<file path="src/rtl/outport_alloc_if.sv">
// Request/grant bundle between the five input controllers and one
// output-port allocator. The allocator sits on the slave side.
`ifndef PORTW
`define PORTW 2
`endif

interface outport_alloc_if #(
   parameter int NPORT = 5
);
   logic [NPORT-1:0] req;
   logic [`PORTW:0]  port_0;
   logic [`PORTW:0]  port_1;
   logic [`PORTW:0]  port_2;
   logic [`PORTW:0]  port_3;
   logic [`PORTW:0]  port_4;
   logic [NPORT-1:0] tail;
   logic             dst_rdy;
   logic [NPORT-1:0] grt;
   logic             busy;
   logic [2:0]       owner;

   modport master (
      output req, port_0, port_1, port_2, port_3, port_4, tail, dst_rdy,
      input  grt, busy, owner
   );

   modport slave (
      input  req, port_0, port_1, port_2, port_3, port_4, tail, dst_rdy,
      output grt, busy, owner
   );
endinterface

</file>
<file path="src/rtl/outport_alloc.sv">
// Per-output-port switch allocator: round-robin picks one input whose
// request targets MY_PORT, then holds the port locked to that input
// until its tail flit has been transferred.
`ifndef PORTW
`define PORTW 2
`endif

module outport_alloc #(
   parameter int              NPORT   = 5,
   parameter logic [`PORTW:0] MY_PORT = '0
) (
   input logic            clk,
   input logic            rst_,
   outport_alloc_if.slave bus
);

   typedef enum logic {ST_IDLE, ST_BUSY} state_t;

   state_t           r_state;
   logic [2:0]       r_rr_ptr;
   logic [2:0]       r_owner;

   state_t           w_state_nxt;
   logic [2:0]       w_ptr_nxt;
   logic [2:0]       w_owner_nxt;
   logic [2:0]       w_ptr;
   logic [2:0]       w_owner;
   logic [`PORTW:0]  w_port [NPORT];
   logic [NPORT-1:0] w_cand;
   logic [NPORT-1:0] w_own_oh;
   logic [NPORT-1:0] w_grt;
   logic             w_found;
   logic [2:0]       w_pick;
   logic [3:0]       w_sum;
   logic [3:0]       w_idx;

   // Out-of-range pointer/owner values collapse to 0 so the next edge repairs them
   assign w_ptr    = (r_rr_ptr > 3'(NPORT-1)) ? 3'd0 : r_rr_ptr;
   assign w_owner  = (r_owner  > 3'(NPORT-1)) ? 3'd0 : r_owner;
   // One-hot of the raw owner is all-zero for an illegal owner, so nothing is granted
   assign w_own_oh = {{(NPORT-1){1'b0}}, 1'b1} << r_owner;

   // Gather the per-input port fields and mark inputs that want this output
   always_comb begin
      w_port[0] = bus.port_0;
      w_port[1] = bus.port_1;
      w_port[2] = bus.port_2;
      w_port[3] = bus.port_3;
      w_port[4] = bus.port_4;
      w_cand    = '0;
      for (int k = 0; k < NPORT; k++) begin
         w_cand[k] = bus.req[k] & (w_port[k] == MY_PORT);
      end
   end

   // Circular first-one search starting at the round-robin pointer
   always_comb begin
      w_found = 1'b0;
      w_pick  = '0;
      w_sum   = '0;
      w_idx   = '0;
      for (int i = 0; i < NPORT; i++) begin
         w_sum = {1'b0, w_ptr} + 4'(i);
         w_idx = (w_sum >= 4'(NPORT)) ? (w_sum - 4'(NPORT)) : w_sum;
         if (!w_found && w_cand[w_idx[2:0]]) begin
            w_found = 1'b1;
            w_pick  = w_idx[2:0];
         end
      end
   end

   // Next-state, pointer/owner update and combinational grant
   always_comb begin
      w_state_nxt = r_state;
      w_ptr_nxt   = w_ptr;
      w_owner_nxt = w_owner;
      w_grt       = '0;
      case (r_state)
         ST_IDLE: begin
            if (w_found) begin
               w_state_nxt = ST_BUSY;
               w_owner_nxt = w_pick;
            end
         end
         ST_BUSY: begin
            if (bus.dst_rdy && |(w_own_oh & bus.req)) begin
               w_grt = w_own_oh;
            end
            if (|w_grt && |(w_own_oh & bus.tail)) begin
               w_state_nxt = ST_IDLE;
               w_ptr_nxt   = (w_owner == 3'(NPORT-1)) ? 3'd0 : (w_owner + 3'd1);
            end
         end
         default: begin
            w_state_nxt = ST_IDLE;
         end
      endcase
   end

   // State, round-robin pointer and owner registers
   always_ff @(posedge clk) begin
      if (rst_) begin
         r_state  <= ST_IDLE;
         r_rr_ptr <= '0;
         r_owner  <= '0;
      end else begin
         r_state  <= w_state_nxt;
         r_rr_ptr <= w_ptr_nxt;
         r_owner  <= w_owner_nxt;
      end
   end

   assign bus.grt   = w_grt;
   assign bus.busy  = (r_state == ST_BUSY);
   assign bus.owner = r_owner;

endmodule

</file>
<file path="src/flat_wrapper.sv">
// flat-port wrapper written by rule: the top's interface ports become plain ports
module outport_alloc_flat 
#(
   parameter int              NPORT   = 5,
   parameter logic [`PORTW:0] MY_PORT = '0
)
  (clk, rst_, bus_req, bus_port_0, bus_port_1, bus_port_2, bus_port_3, bus_port_4, bus_tail, bus_dst_rdy, bus_grt, bus_busy, bus_owner);
  outport_alloc_if #(.NPORT(NPORT)) bus_i ();
  input logic clk;
  input logic rst_;
  input wire logic [$bits(bus_i.req)-1:0] bus_req;
  input wire logic [$bits(bus_i.port_0)-1:0] bus_port_0;
  input wire logic [$bits(bus_i.port_1)-1:0] bus_port_1;
  input wire logic [$bits(bus_i.port_2)-1:0] bus_port_2;
  input wire logic [$bits(bus_i.port_3)-1:0] bus_port_3;
  input wire logic [$bits(bus_i.port_4)-1:0] bus_port_4;
  input wire logic [$bits(bus_i.tail)-1:0] bus_tail;
  input wire logic [$bits(bus_i.dst_rdy)-1:0] bus_dst_rdy;
  output wire logic [$bits(bus_i.grt)-1:0] bus_grt;
  output wire logic [$bits(bus_i.busy)-1:0] bus_busy;
  output wire logic [$bits(bus_i.owner)-1:0] bus_owner;
  assign bus_i.req = bus_req;
  assign bus_i.port_0 = bus_port_0;
  assign bus_i.port_1 = bus_port_1;
  assign bus_i.port_2 = bus_port_2;
  assign bus_i.port_3 = bus_port_3;
  assign bus_i.port_4 = bus_port_4;
  assign bus_i.tail = bus_tail;
  assign bus_i.dst_rdy = bus_dst_rdy;
  assign bus_grt = bus_i.grt;
  assign bus_busy = bus_i.busy;
  assign bus_owner = bus_i.owner;
  outport_alloc #(.NPORT(NPORT), .MY_PORT(MY_PORT)) u_core (.clk(clk), .rst_(rst_), .bus(bus_i));
endmodule
</file>
<file path="config.mk">
export PLATFORM = sky130hd
export DESIGN_NAME = outport_alloc_flat
export DESIGN_NICKNAME = d
export VERILOG_FILES = /design/src/rtl/outport_alloc_if.sv /design/src/rtl/outport_alloc.sv /design/src/flat_wrapper.sv
export SDC_FILE = /design/constraint.sdc
export NUM_CORES = 1
export LEC_CHECK = 0
export ABC_CLOCK_PERIOD_IN_PS = 2900
export CORE_MARGIN = 2
export CORE_UTILIZATION = 30
export CTS_CLUSTER_SIZE = 12
export DETAILED_ROUTE_END_ITERATION = 8
export GPL_TIMING_DRIVEN = 0
export SLEW_MARGIN = 15
export SYNTH_ARGS = -nofsm -noshare
export SYNTH_HDL_FRONTEND = slang
export SYNTH_SLANG_ARGS = --single-unit
</file>
<file path="constraint.sdc">
create_clock -name clk -period 2.9 [get_ports clk]
set_clock_uncertainty 0.05 [all_clocks]
set_input_delay 0.58 -clock clk [delete_from_list [all_inputs] [get_ports clk]]
set_output_delay 0.58 -clock clk [all_outputs]
set_load 0.02 [all_outputs]
</file>
# Word-level counts from Yosys, hierarchy flattened
# Index checks and enable logic that the tools add are counted.
[totals]
out_inout_bits = 9
inputBits = 28
elab_cells = 91
regBits = 7
[classes]
bitwise_logic = 8
mux = 38
shifts = 1
addsub = 10
reduce_logical = 18
n_lt_le_gt_ge = 12
n_eq_ne = 1
[op_table]
columns = ["op", "count"]
rows = [
  ["3-bit 2-to-1 mux", 17],
  ["3-bit by 4-bit < comparator with 1-bit output, second input constant", 5],
  ["4-bit by 3-bit >= comparator with 1-bit output, second input constant", 4],
  ["1-bit binary-select mux with 3-bit select", 5],
  ["3-bit logical NOT", 5],
  ["5-bit 2-to-1 mux", 3],
  ["5-bit OR reduction", 3],
  ["3-bit subtractor, second input constant", 5],
  ["1-bit 2-to-1 mux", 12],
  ["5-bit AND", 2],
  ["3-bit by 2-bit adder with 4-bit output, second input constant", 2],
  ["3-bit > comparator, second input constant", 2],
  ["1-bit logical AND", 6],
  ["1-bit AND", 5],
  ["1-bit by 3-bit left shift with 5-bit output, first input constant", 1],
  ["3-bit by 1-bit adder with 4-bit output, second input constant", 1],
  ["3-bit by 3-bit adder with 4-bit output, second input constant", 1],
  ["1-bit logical NOT", 4],
  ["3-bit by 1-bit adder with 3-bit output, second input constant", 1],
  ["3-bit equality test, second input constant", 1],
  ["3-bit >= comparator, second input constant", 1],
  ["1-bit case mux with 2 select lines", 1],
  ["1-bit NOT", 1],
]

# Depth between registers and ports, before layout
# Gate-level depths: netlist (run 1).
[depth]
word_depth = 21
depth_mapped = 12
ltp_nobuf = 11

# Least setup slack after synthesis (run 1)
# Ideal clock, no wire load.
[synth_timing]
path_kind = "reg-to-reg"
from = "reg u_core.r_rr_ptr[2]"
to = "reg u_core.r_owner[0], in the netlist u_core.bus.owner[0]"
path_stages_with_launch = 12
n_path_buf = 1
arrival_time_ns = 2.805
setup_ns = 0.124
required_ns = 2.726
path_slack_ns = -0.080
period_less_slack_ns = 2.980
path_cell_list = "dfxtp_1 buf_4 or3b_4 ha_1 and3b_1 a211oi_2 mux2i_1 or3b_1 o211a_2 o2111a_2 a221oi_2 o32ai_1"
[synth_between]
elab_chain_cells = 21
word_cells_on_any_way = 51
classes_between = "9 x add/sub; 6 x order compare; 28 x mux; 8 x reduce/logical"
[synth_rtl]
columns = ["item", "line", "text"]
rows = [
  ["from (decl)", "outport_alloc.sv:20", "logic [2:0] r_rr_ptr;"],
  ["from (signal assigned)", "outport_alloc.sv:108", "r_rr_ptr <= w_ptr_nxt;"],
  ["3-bit > comparator", "outport_alloc.sv:38", "assign w_ptr = (r_rr_ptr > 3'(NPORT-1)) ? 3'd0 : r_rr_ptr;"],
  ["3-bit 2-to-1 mux (*)", "outport_alloc.sv:38", ""],
  ["branches (longest 17 deep; another with 3-bit by 1-bit adder with 4-bit output)", "-", ""],
  ["3-bit 2-to-1 mux (*)", "outport_alloc.sv:80", "if (w_found) begin"],
  ["3-bit 2-to-1 mux (*)", "outport_alloc.sv:78", "case (r_state)"],
  ["to (signal assigned)", "outport_alloc.sv:109", "r_owner <= w_owner_nxt;"],
  ["to (decl)", "outport_alloc.sv:21", "logic [2:0] r_owner;"],
]
# Mark *: on every way between the ends. The select of a mux whose other input is x is not followed.
# A chain may end at the register's enable or synchronous reset.

# Worst setup path in the final report (run 1)
[layout_timing]
from = "reg u_core.r_rr_ptr[1]"
to = "reg u_core.r_owner[0], in the netlist u_core.bus.owner[0]"
# Same word-level chain as after synthesis.

==> results of run 1 <==
-- flip-flops by register name (all words and copies together) (netlist names) --
register and cells:
u_core.r_rr_ptr 3, u_core.bus.busy 1, u_core.bus.owner 3
-- worst paths after layout --
path                                                     from                             end  slack [ps]  depth (start not counted)
worst max-delay path            u_core.r_rr_ptr[1]$_SDFF_PP0_  u_core.bus.owner[0]$_SDFF_PP0_        -130                         10
worst min-delay path               u_core.bus.busy$_SDFF_PP0_      u_core.bus.busy$_SDFF_PP0_         600                          2
worst max register to register  u_core.r_rr_ptr[1]$_SDFF_PP0_  u_core.bus.owner[0]$_SDFF_PP0_        -130                         10
worst min register to register     u_core.bus.busy$_SDFF_PP0_      u_core.bus.busy$_SDFF_PP0_         600                          2
-- what timing repair did --
action / in CTS / in global routing
setup buffers: 13 / 6
gates resized for setup: 47 / 15
endpoints found under the setup margin: 9 / 9
pin swaps: 10 / 9
-- cells by family after synthesis --
| group | Yosys count |
|---|---|
| AOI/OAI and AO/OA | 57 |
| muxes | 10 |
| DFF | 7 |
| xor gates and xnor gates | 1 |
| buffers and inverters | 14 |
| adders and majority gates | 9 |
| and+or+nand+nor | 83 |
-- critical path: stages, from the launching register on --
cell and delay (ps):
dfxtp_2 380, or3b_4 460, ha_4 330, nand2_2 110, a211oi_4 280, mux2i_1 110
or3b_4 420, o211a_4 170, o2111a_2 160, a221oi_2 300, o32ai_1 130
-- metrics by stage --
| stage | area, um2 | hold WS (ps) |
|---|---|---|
| after detailed placement | 1830 | 581 |
| after CTS | 2120 | 586 |
| final | 2220 | 600 |
| after global routing | 2220 | 613 |
| after global placement | 1830 | 580 |
| after floorplan | 1410 | 602 |
-- metal layers --
| layer | up-vias | share of wire (%) | routed length [um] | global-route usage, % |
|---|---|---|---|---|
| met3 | 3 | 4.2 | 203 | 2.08 |
| met5 | - | 0 | 0 | 0 |
| met4 | 0 | 0.37 | 18 | 3.77 |
| li1 | 830 | - | - | - |
| met2 | 41 | 48 | 2340 | 29.7 |
| met1 | 786 | 47 | 2280 | 26.5 |
-- synthesized netlist by cell type (2+ instances only) --
| library cell | n | area (um2) |
|---|---|---|
| nor4b_1 | 4 | 35.0 |
| ha_1 | 9 | 113 |
| o32ai_1 | 2 | 17.5 |
| inv_1 | 5 | 18.8 |
| nand2_1 | 12 | 45.0 |
| a22oi_1 | 5 | 37.5 |
| mux2_2 | 3 | 33.8 |
| nor3_1 | 9 | 45.0 |
| o22ai_1 | 4 | 25.0 |
| a31oi_1 | 2 | 12.5 |
| nand3_1 | 6 | 30.0 |
| a211oi_1 | 2 | 15.0 |
| dfxtp_1 | 7 | 140 |
| o31a_1 | 2 | 17.5 |
| and2_1 | 4 | 25.0 |
| nand2b_1 | 8 | 50.1 |
| nor4b_2 | 2 | 30.0 |
| or4b_1 | 4 | 40.0 |
| nor2_1 | 16 | 60.1 |
| mux2i_1 | 7 | 70.1 |
| or3b_1 | 2 | 17.5 |
| o311ai_0 | 2 | 17.5 |
| nor4_1 | 3 | 18.8 |
| and3_1 | 3 | 18.8 |
| o21ai_0 | 8 | 40.0 |
| a21oi_1 | 12 | 60.1 |
| clkbuf_1 | 3 | 11.3 |
| inv_2 | 3 | 11.3 |
-- power breakdown --
part	leakage (nW)	internal [mW]	switching [mW]
sequential	0.0578	0.105	0.00800
clock	0.0228	0.0955	0.0464
combinational	0.776	0.162	0.161
-- area by class of cell --
type,instances,area [um2]
tap,52,65.1
buffer,6,41.3
inverter,8,40.0
sequential,7,143
multi-input combinational,160,1400
fill,419,2190
clock buffer,4,45.0
timing repair buffer,55,492
==> results.md, run 1 <==
- Outcome: finished with violations
- Failing checks: setup timing
- Distinct cells, synth: 60
- Total global-route track usage: roughly 18%
- RSZ-0062 raised after global routing: true
- DIE HEIGHT: about 72 um
- Drt drc: 0
- Total Nets Final: approximately 280
- Final setup fails: 4
- Register area share after synthesis: slightly above 10%
- Vias in the first global route: approximately 1600
- Synthesized-area fraction occupied by adder cells: slightly above 8%
- Routed len/inst: about 17 um
- Vias post-DR: roughly 1700
- Max-slew violations: 0
- Setup WS post-layout: -128 ps
- Area growth from synthesis to layout: 59.6%
- Hold Vio Cnt, Final: 0
- Std-Cell Rows: 24
- Cells after Synth: 181
- Finished Layout Cells: between 200 and 300
- Skew-Pair Late Insertion Delay: 230 ps
- Worst setup EP type: flop
- Final core utilization: between 50 and 60%
- Period utilisation layout: 104%
- DRT antenna net count: 0
- Synth Area in Simple Gates: 37.1%
- Tightest Hold Check Type: flop to flop
- Dpl ws: -466 ps
- Placed cell count: approximately 270
- Largest net degree at the start of global routing: 11
- Initial antenna violation count: 0
- First-pass GRT wire length: between 7000 and 8000 um
- Top FF cell, synth: dfxtp_1
- Post-Synth XOR/XNOR Area: 0.629%
- Reg clk slew, reported paths: roughly 40 ps
- Port bufs: 36
- Post-CTS Hold Buffers: 0
- Die ar.: around 0.0052 mm2
- CP Data Required Time: a little under 3000 ps
- Dpl hpwl: approximately 3400 um
- Power, Total: slightly below 600 uW
- CTS sink cnt: 7
- Largest family of logic cells by synthesized area: simple AND/OR/NAND/NOR gates
- Synth Warn #: 0
- Most frequent cells in the layout: clkdlybuf4s50_1, buf_4, nor2_1
- Maximum clock rate: approximately 0.33 GHz
- Maximum root-to-sink buffer count: 2
- Routed Wire Length: 4840 um
- Yosys reg bits: 7
- Mapped Avg Cell Area: 7.69 um2
- Starting Density: a little under a third
- Total core area: 0.00441 mm2
- Setup TNS: -181 ps
- Post-synth EDFFs: 0
- RePlAce Congestion: between 0.8 and 0.9
- Synth Area in Compound Gates: 32.0%
- DR vias/cell: 5.68
- Num CTS Buffers: 3
- Crit path arrival time: a little over 3000 ps
- Net count after synthesis: between 200 and 250
- P_leak: around 0.86 nW
- Least-Margin Pin Slew: 653 ps
- Minimum clock period: around 3000 ps
- CTS tree: yes
- Clk root buf: clkbuf_8
- Relative slew slack: a little under three fifths
- Fraction of layout cells with a size suffix above 1: 31.7%
- Maximum vdd ir drop: approximately 0.00014 V
- DRT Pass-1 Iters: 4
- Max-cap viol count: 0
- GRT Residual Overflow: 0
- Netlist Area Pre-Place: about 0.0014 mm2
- Crit path launch type: flop
- Chip width: approximately 72 um
- Drt initial violations: 118
- H-Tree Depth: 1
- Most common cell after layout, fill and taps aside: clkdlybuf4s50_1
- Ys async rst share: 0%
- WS Path Type: flop to flop
- Mux cell area share after synthesis: roughly 7.5%
- CP Max Fanout: 9
- I/O pins: 37
- Power Density: approximately 260 mW/mm2
- ANT cells: 0
(Power assumes the default switching activity.)
==> run 2, diff against run 1 <==
--- a/config.mk
+++ b/config.mk
@@ -7,10 +7,11 @@
 export LEC_CHECK = 0
 export ABC_CLOCK_PERIOD_IN_PS = 2900
 export CORE_MARGIN = 2
-export CORE_UTILIZATION = 30
+export CORE_UTILIZATION = 44
 export CTS_CLUSTER_SIZE = 12
 export DETAILED_ROUTE_END_ITERATION = 8
 export GPL_TIMING_DRIVEN = 0
+export PLACE_DENSITY = 0.77
 export SLEW_MARGIN = 15
 export SYNTH_ARGS = -nofsm -noshare
 export SYNTH_HDL_FRONTEND = slang
==> results.md, run 2 (same netlist as run 1, synthesis figures left out) <==
- H-Tree Depth: 1 (unchanged)
- Reg clk slew, reported paths: 50 ps (about the same)
- Most frequent cells in the layout: clkdlybuf4s50_1, nor2_1, buf_4
- Drt initial violations: 87 (-26%)
- Reg-to-Reg Start: u_core.r_rr_ptr[0]$_SDFF_PP0_
- Port bufs: 36 (unchanged)
- Logic gate share of total power: 61.0% (+5.1 points)
- Max-slew violations: 0 (unchanged)
- Setup WS post-layout: -104 ps (+24.3 ps)
- Part of the power in the clock network: 17.4% (-7.2 points)
- Path depth of the worst reg2reg path: 10 (unchanged)
- CP Data Required Time: 2980 ps (+20 ps)
- Total core area: 0.00303 mm2 (-31%)
- ANT cells: 0 (unchanged)
- Fraction of layout cells with a size suffix above 1: 29.6% (-2.1 points)
- RSZ-0062 raised after global routing: true
- Period utilisation layout: 104% (-0.84 points)
- DIE HEIGHT: 60.2 um (-16%)
- Grt met3 use: 4.33% (+2.2 points)
- Met2 Use GR: 41.5% (+12 points)
- Net Sw Frac: 39.5% (+2.3 points)
- Std-Cell Rows: 20 (-17%)
- HP Start: u_core.bus.busy$_SDFF_PP0_
- CTS sink cnt: 7 (unchanged)
- DR vias/cell: 6.01 (+5.8%)
- Dpl ws: -456 ps (+9.95 ps)
- Failing checks: setup timing
- Dpl hpwl: 3230 um (-5.2%)
- Max-cap viol count: 0 (unchanged)
- GRT Residual Overflow: 0 (unchanged)
- Drt drc: 0 (unchanged)
- Clk root buf: clkbuf_4
- Routed Wire Length: 4490 um (-7.4%)
- Skew-Pair Late Insertion Delay: 250 ps (+20 ps)
- GR peak layer: met2
- First-pass GRT wire length: 7050 um (-9.0%)
- Met1 Use GR: 35.9% (+9.4 points)
- Crit path launch type: flop
- WS Path Type: flop to flop
- P_leak: 0.826 nW (-3.6%)
- Routed len/inst: 16.2 um (-2.4%)
- Relative slew slack: 52.3% (-3.6 points)
- Internal reg-to-reg setup slack: -100 ps (+20 ps)
- CP Max Fanout: 10 (+1)
- Total global-route track usage: 25.4% (+7.0 points)
- I/O pins: 37 (unchanged)
- Maximum vdd ir drop: 0.000158 V (+15%)
- DRT Pass-1 Iters: 4 (unchanged)
- Minimum clock period: 3000 ps (-24.3 ps)
- Starting Density: 46.0% (+14 points)
- Final setup fails: 3 (-1)
- Area growth from synthesis to layout: 52.7%
- DRT antenna net count: 0 (unchanged)
- Sequential Power Share: 21.7% (+2.2 points)
- Maximum root-to-sink buffer count: 2 (unchanged)
- Power Density: 244 mW/mm2 (-6.3%)
- Vias post-DR: 1666 (+0.36%)
- Initial antenna violation count: 0 (unchanged)
- Num CTS Buffers: 3 (unchanged)
- Power, Total: 518 uW (-10%)
- Internal: 313 uW (-14%)
- Die ar.: 0.00363 mm2 (-30%)
- Total Nets Final: 271 (-2.5%)
- RePlAce Congestion: 0.851 (-2.6%)
- CTS tree: yes
- Crit path arrival time: 3090 ps (about the same)
- Hold Vio Cnt, Final: 0 (unchanged)
- Chip width: 60.2 um (-16%)
- Largest net degree at the start of global routing: 11 (unchanged)
- Most common cell after layout, fill and taps aside: clkdlybuf4s50_1
- Worst hold path depth: 2 (unchanged)
- Least-Margin Pin Slew: 706 ps (+52.6 ps)
- Tightest Hold Check Type: flop to flop
- Switch Pwr: 205 uW (-4.9%)
- WHS Endpoint: u_core.bus.busy$_SDFF_PP0_
- Worst R2R End: u_core.bus.owner[0]$_SDFF_PP0_
- Outcome: finished with violations
- Fillcell total: 251 (-40%)
- Worst setup EP type: flop
- Vias in the first global route: 1500 (-3.7%)
- Maximum clock rate: 0.333 GHz (+0.81%)
## run 2: cell types whose count changed in the layout (fill, tap and decap cells not counted), sizes merged
cell	previous run	this run
dlygate4sd2	2	1
buf	24	16
clkbuf	7	9
## run 2: cell type report
type	instances	area, um2	area share (%)
clock buffers	4	26.3	1.24
multi-input cells	160	1390	65.4
flip-flops and latches	7	143	6.71
well taps	44	55.1	2.59
inverters	8	35.0	1.65
plain buffers	6	41.3	1.94
repair buffers	48	434	20.4
## run 2: critical path: stages (launching register included)
cell and delay (ps):
dfxtp_1 300, buf_6 140, or3b_4 420, ha_4 180
or3b_4 390, and2_4 180, o311ai_4 350, o41ai_4 170
o2111a_2 320, a221oi_2 270, o32ai_1 120
## run 2: power by group through the flow
| stage | clock network, mW | registers [mW] | logic (mW) |
|---|---|---|---|
| 2_1_floorplan | 0 | 0.118 | 0.166 |
| 3_3_place_gp | 0 | 0.113 | 0.261 |
| 3_5_place_dp | 0 | 0.113 | 0.264 |
| 4_1_cts | 0.0928 | 0.111 | 0.283 |
| 5_1_grt | 0.102 | 0.113 | 0.341 |
| 6_report | 0.0898 | 0.112 | 0.316 |
## run 2: metrics by stage
step | cell area [um2] | TNS, ps | cells | util (%) | hold WS [ps]
floorplan | 1410 | 0 | 181 | - | 602
global placement | 1820 | -2640 | 261 | 60.2 | 602
detailed placement | 1820 | -2540 | 261 | 60.2 | 612
CTS | 1980 | -283 | 270 | 65.4 | 613
global route | 2120 | -534 | 277 | 70.2 | 690
finish | 2120 | -254 | 277 | 70.2 | 617
## run 2: worst max path at each step
stage,endpoint,startpoint,depth (start not counted)
2_1_floorplan,u_core.bus.owner[0]$_SDFF_PP0_,u_core.r_rr_ptr[2]$_SDFF_PP0_,12
3_3_place_gp,u_core.bus.owner[0]$_SDFF_PP0_,bus_req[2],9
3_5_place_dp,u_core.bus.owner[0]$_SDFF_PP0_,bus_req[2],9
4_1_cts,u_core.bus.owner[0]$_SDFF_PP0_,u_core.r_rr_ptr[2]$_SDFF_PP0_,11
5_1_grt,u_core.bus.owner[0]$_SDFF_PP0_,u_core.r_rr_ptr[0]$_SDFF_PP0_,10
6_report,u_core.bus.owner[0]$_SDFF_PP0_,u_core.r_rr_ptr[0]$_SDFF_PP0_,10
## run 2: what timing repair did
item / 4_1_cts / 5_1_grt
gates resized for setup: 29 / 32
setup endpoints to repair: 9 / 9
pin swaps: 6 / 6
hold buffers: 0 / 0
buffers inserted: 5 / 7
## run 2: metal layers
metal / vias to the layer above / routed length (um)
li1: 820 / -
met5: - / 0
met2: 65 / 2180
met3: 4 / 277
met4: 0 / 27
met1: 777 / 2000
==> run 3, diff against run 2 <==
--- a/config.mk
+++ b/config.mk
@@ -6,13 +6,15 @@
 export NUM_CORES = 1
 export LEC_CHECK = 0
 export ABC_CLOCK_PERIOD_IN_PS = 2900
+export CELL_PAD_IN_SITES_DETAIL_PLACEMENT = 2
+export CELL_PAD_IN_SITES_GLOBAL_PLACEMENT = 2
 export CORE_MARGIN = 2
-export CORE_UTILIZATION = 44
+export CORE_UTILIZATION = 25
 export CTS_CLUSTER_SIZE = 12
 export DETAILED_ROUTE_END_ITERATION = 8
 export GPL_TIMING_DRIVEN = 0
-export PLACE_DENSITY = 0.77
-export SLEW_MARGIN = 15
+export PLACE_DENSITY_LB_ADDON = 0.1
+export SLEW_MARGIN = 20
 export SYNTH_ARGS = -nofsm -noshare
 export SYNTH_HDL_FRONTEND = slang
 export SYNTH_SLANG_ARGS = --single-unit
==> results.md, run 3 (same netlist as run 1, synthesis figures left out) <==
- Met2 Use GR: 37.4% (-4.1 points)
- Placed Area: 0.00186 mm2 (+1.9%)
- Logic gate share of total power: 57.6% (-3.4 points)
- DIE HEIGHT: 78.6 um (+30%)
- Final core utilization: 43.1% (-27 points)
- Fin area: 0.00234 mm2 (+10%)
- Power Density: 256 mW/mm2 (+5.2%)
- CP Data Required Time: 2950 ps (-30 ps)
- WHS Endpoint: u_core.bus.busy$_SDFF_PP0_
- Post-CTS Hold Buffers: 0 (unchanged)
- Total Nets Final: 288 (+6.3%)
- Skew-Pair Late Insertion Delay: 230 ps (-20 ps)
- Period utilisation layout: 107% (+3.0 points)
- Tightest Hold Check Type: flop to flop
- Vias post-DR: 1786 (+7.2%)
- I/O pins: 37 (unchanged)
- Crit path arrival time: 3150 ps (+60 ps)
- Routed len/inst: 19.7 um (+22%)
- DR vias/cell: 5.55 (-7.8%)
- Worst R2R End: u_core.bus.owner[0]$_SDFF_PP0_
- Least-Margin Pin Slew: 566 ps (-140 ps)
- Final setup fails: 4 (+1)
- P_leak: 0.913 nW (+11%)
- Vias in the first global route: 1990 (+33%)
- Worst hold path depth: 2 (unchanged)
- Maximum root-to-sink buffer count: 2 (unchanged)
- Fraction of layout cells with a size suffix above 1: 36.4% (+6.8 points)
- Finished Layout Cells: 322 (+16%)
- Crit path launch type: flop
- Most frequent cells in the layout: clkdlybuf4s50_1, buf_4, nor2_1
- Most common cell after layout, fill and taps aside: clkdlybuf4s50_1
- Dpl hpwl: 4590 um (+42%)
- DRT Pass-1 Iters: 4 (unchanged)
- Reg clk slew, reported paths: 40 ps (about the same)
- Sequential Power Share: 19.0% (-2.7 points)
- Largest net degree at the start of global routing: 11 (unchanged)
- Routed Wire Length: 6340 um (+41%)
- Reg-to-Reg Start: u_core.r_rr_ptr[1]$_SDFF_PP0_
- Max-slew violations: 0 (unchanged)
- Net Sw Frac: 38.6% (-0.97 points)
- Placed cell count: 289 (+11%)
- Path depth of the worst reg2reg path: 10 (unchanged)
- Area growth from synthesis to layout: 68.4%
- Setup WS post-layout: -192 ps (-87.6 ps)
- Part of the power in the clock network: 23.4% (+6.0 points)
- ANT cells: 0 (unchanged)
- Std-Cell Rows: 27 (+35%)
- Dpl ws: -672 ps (-216 ps)
- Die ar.: 0.00618 mm2 (+70%)
- Chip width: 78.6 um (+30%)
- Total global-route track usage: 20.7% (-4.7 points)
- Drt drc: 0 (unchanged)
- CP Max Fanout: 6 (-4)
- Initial antenna violation count: 0 (unchanged)
- Switch Pwr: 232 uW (+13%)
- Port bufs: 36 (unchanged)
- RePlAce Congestion: 0.925 (+8.6%)
- GR peak layer: met2
- Power, Total: 601 uW (+16%)
- Failing checks: setup timing
- Hold Vio Cnt, Final: 0 (unchanged)
- Max-cap viol count: 0 (unchanged)
- CTS sink cnt: 7 (unchanged)
- H-Tree Depth: 1 (unchanged)
- Minimum clock period: 3090 ps (+87.6 ps)
- Maximum clock rate: 0.323 GHz (-2.8%)
- Drt initial violations: 41 (-53%)
- Relative slew slack: 62.2% (+9.9 points)
- Worst setup EP type: flop
- WS Path Type: flop to flop
- Total core area: 0.00544 mm2 (+80%)
- CTS tree: yes
- Internal reg-to-reg setup slack: -190 ps (-90 ps)
- Grt met3 use: 3.10% (-1.2 points)
- GRT Residual Overflow: 0 (unchanged)
- RSZ-0062 raised after global routing: true
- Outcome: finished with violations
- DRT antenna net count: 0 (unchanged)
- Num CTS Buffers: 3 (unchanged)
- Maximum vdd ir drop: 0.000128 V (-19%)
- Internal: 369 uW (+18%)
- Clk root buf: clkbuf_8
- Met1 Use GR: 27.0% (-8.9 points)
- Starting Density: 25.6% (-20 points)
- First-pass GRT wire length: 10100 um (+43%)
- HP Start: u_core.bus.busy$_SDFF_PP0_
[run 3: critical path: stages, from the launching register on]
cell and delay [ps]:
dfxtp_4 360, or3b_4 450, ha_4 280, and3b_2 220
a211oi_4 280, mux2i_1 130, or3b_4 450, o211a_4 160
o2111a_2 160, a221oi_2 280, o32ai_1 130
[run 3: metal layers]
metal,routed length (um),vias up
met5,0,-
met4,0,0
met3,271,0
met2,3320,45
met1,2750,894
li1,-,847
[run 3: through the flow]
step | setup TNS, ps | hold WS, ps
2_1_floorplan | 0 | 602
3_3_place_gp | -3140 | 610
3_5_place_dp | -3490 | 614
4_1_cts | -433 | 638
5_1_grt | -1340 | 699
6_report | -541 | 654
[run 3: cell type report]
type | instances | area (um2)
buffer | 4 | 25.0
clock buffer | 4 | 45.0
fill | 598 | 3100
inverter | 8 | 37.5
multi-input combinational | 160 | 1410
sequential | 7 | 149
tap | 72 | 90.1
timing repair buffer | 67 | 584
[run 3: how the worst max path moves through the flow]
| stage | from | to | slack (ps) | cells past startpoint |
|---|---|---|---|---|
| after floorplan | u_core.r_rr_ptr[2]$_SDFF_PP0_ | u_core.bus.owner[0]$_SDFF_PP0_ | 20 | 12 |
| after global placement | bus_req[2] | u_core.bus.owner[0]$_SDFF_PP0_ | -610 | 9 |
| after detailed placement | bus_port_1[1] | u_core.bus.owner[1]$_SDFF_PP0_ | -670 | 8 |
| after CTS | bus_port_3[1] | u_core.bus.owner[0]$_SDFF_PP0_ | -200 | 9 |
| after global routing | u_core.r_rr_ptr[2]$_SDFF_PP0_ | u_core.bus.owner[0]$_SDFF_PP0_ | -280 | 10 |
| final | u_core.r_rr_ptr[1]$_SDFF_PP0_ | u_core.bus.owner[0]$_SDFF_PP0_ | -190 | 10 |
[run 3: power by group through the flow]
stage / logic [mW] / clock network (mW) / registers (mW)
after floorplan: 0.166 / 0 / 0.118
after global placement: 0.267 / 0 / 0.113
after detailed placement: 0.277 / 0 / 0.113
after CTS: 0.326 / 0.143 / 0.112
after global routing: 0.375 / 0.154 / 0.115
final: 0.346 / 0.141 / 0.114
[run 3: timing repair]
item | 4_1_cts | 5_1_grt
gates resized for setup | 42 | 24
setup buffers | 19 | 12
pin swaps | 18 | 11
setup endpoints to repair | 9 | 9
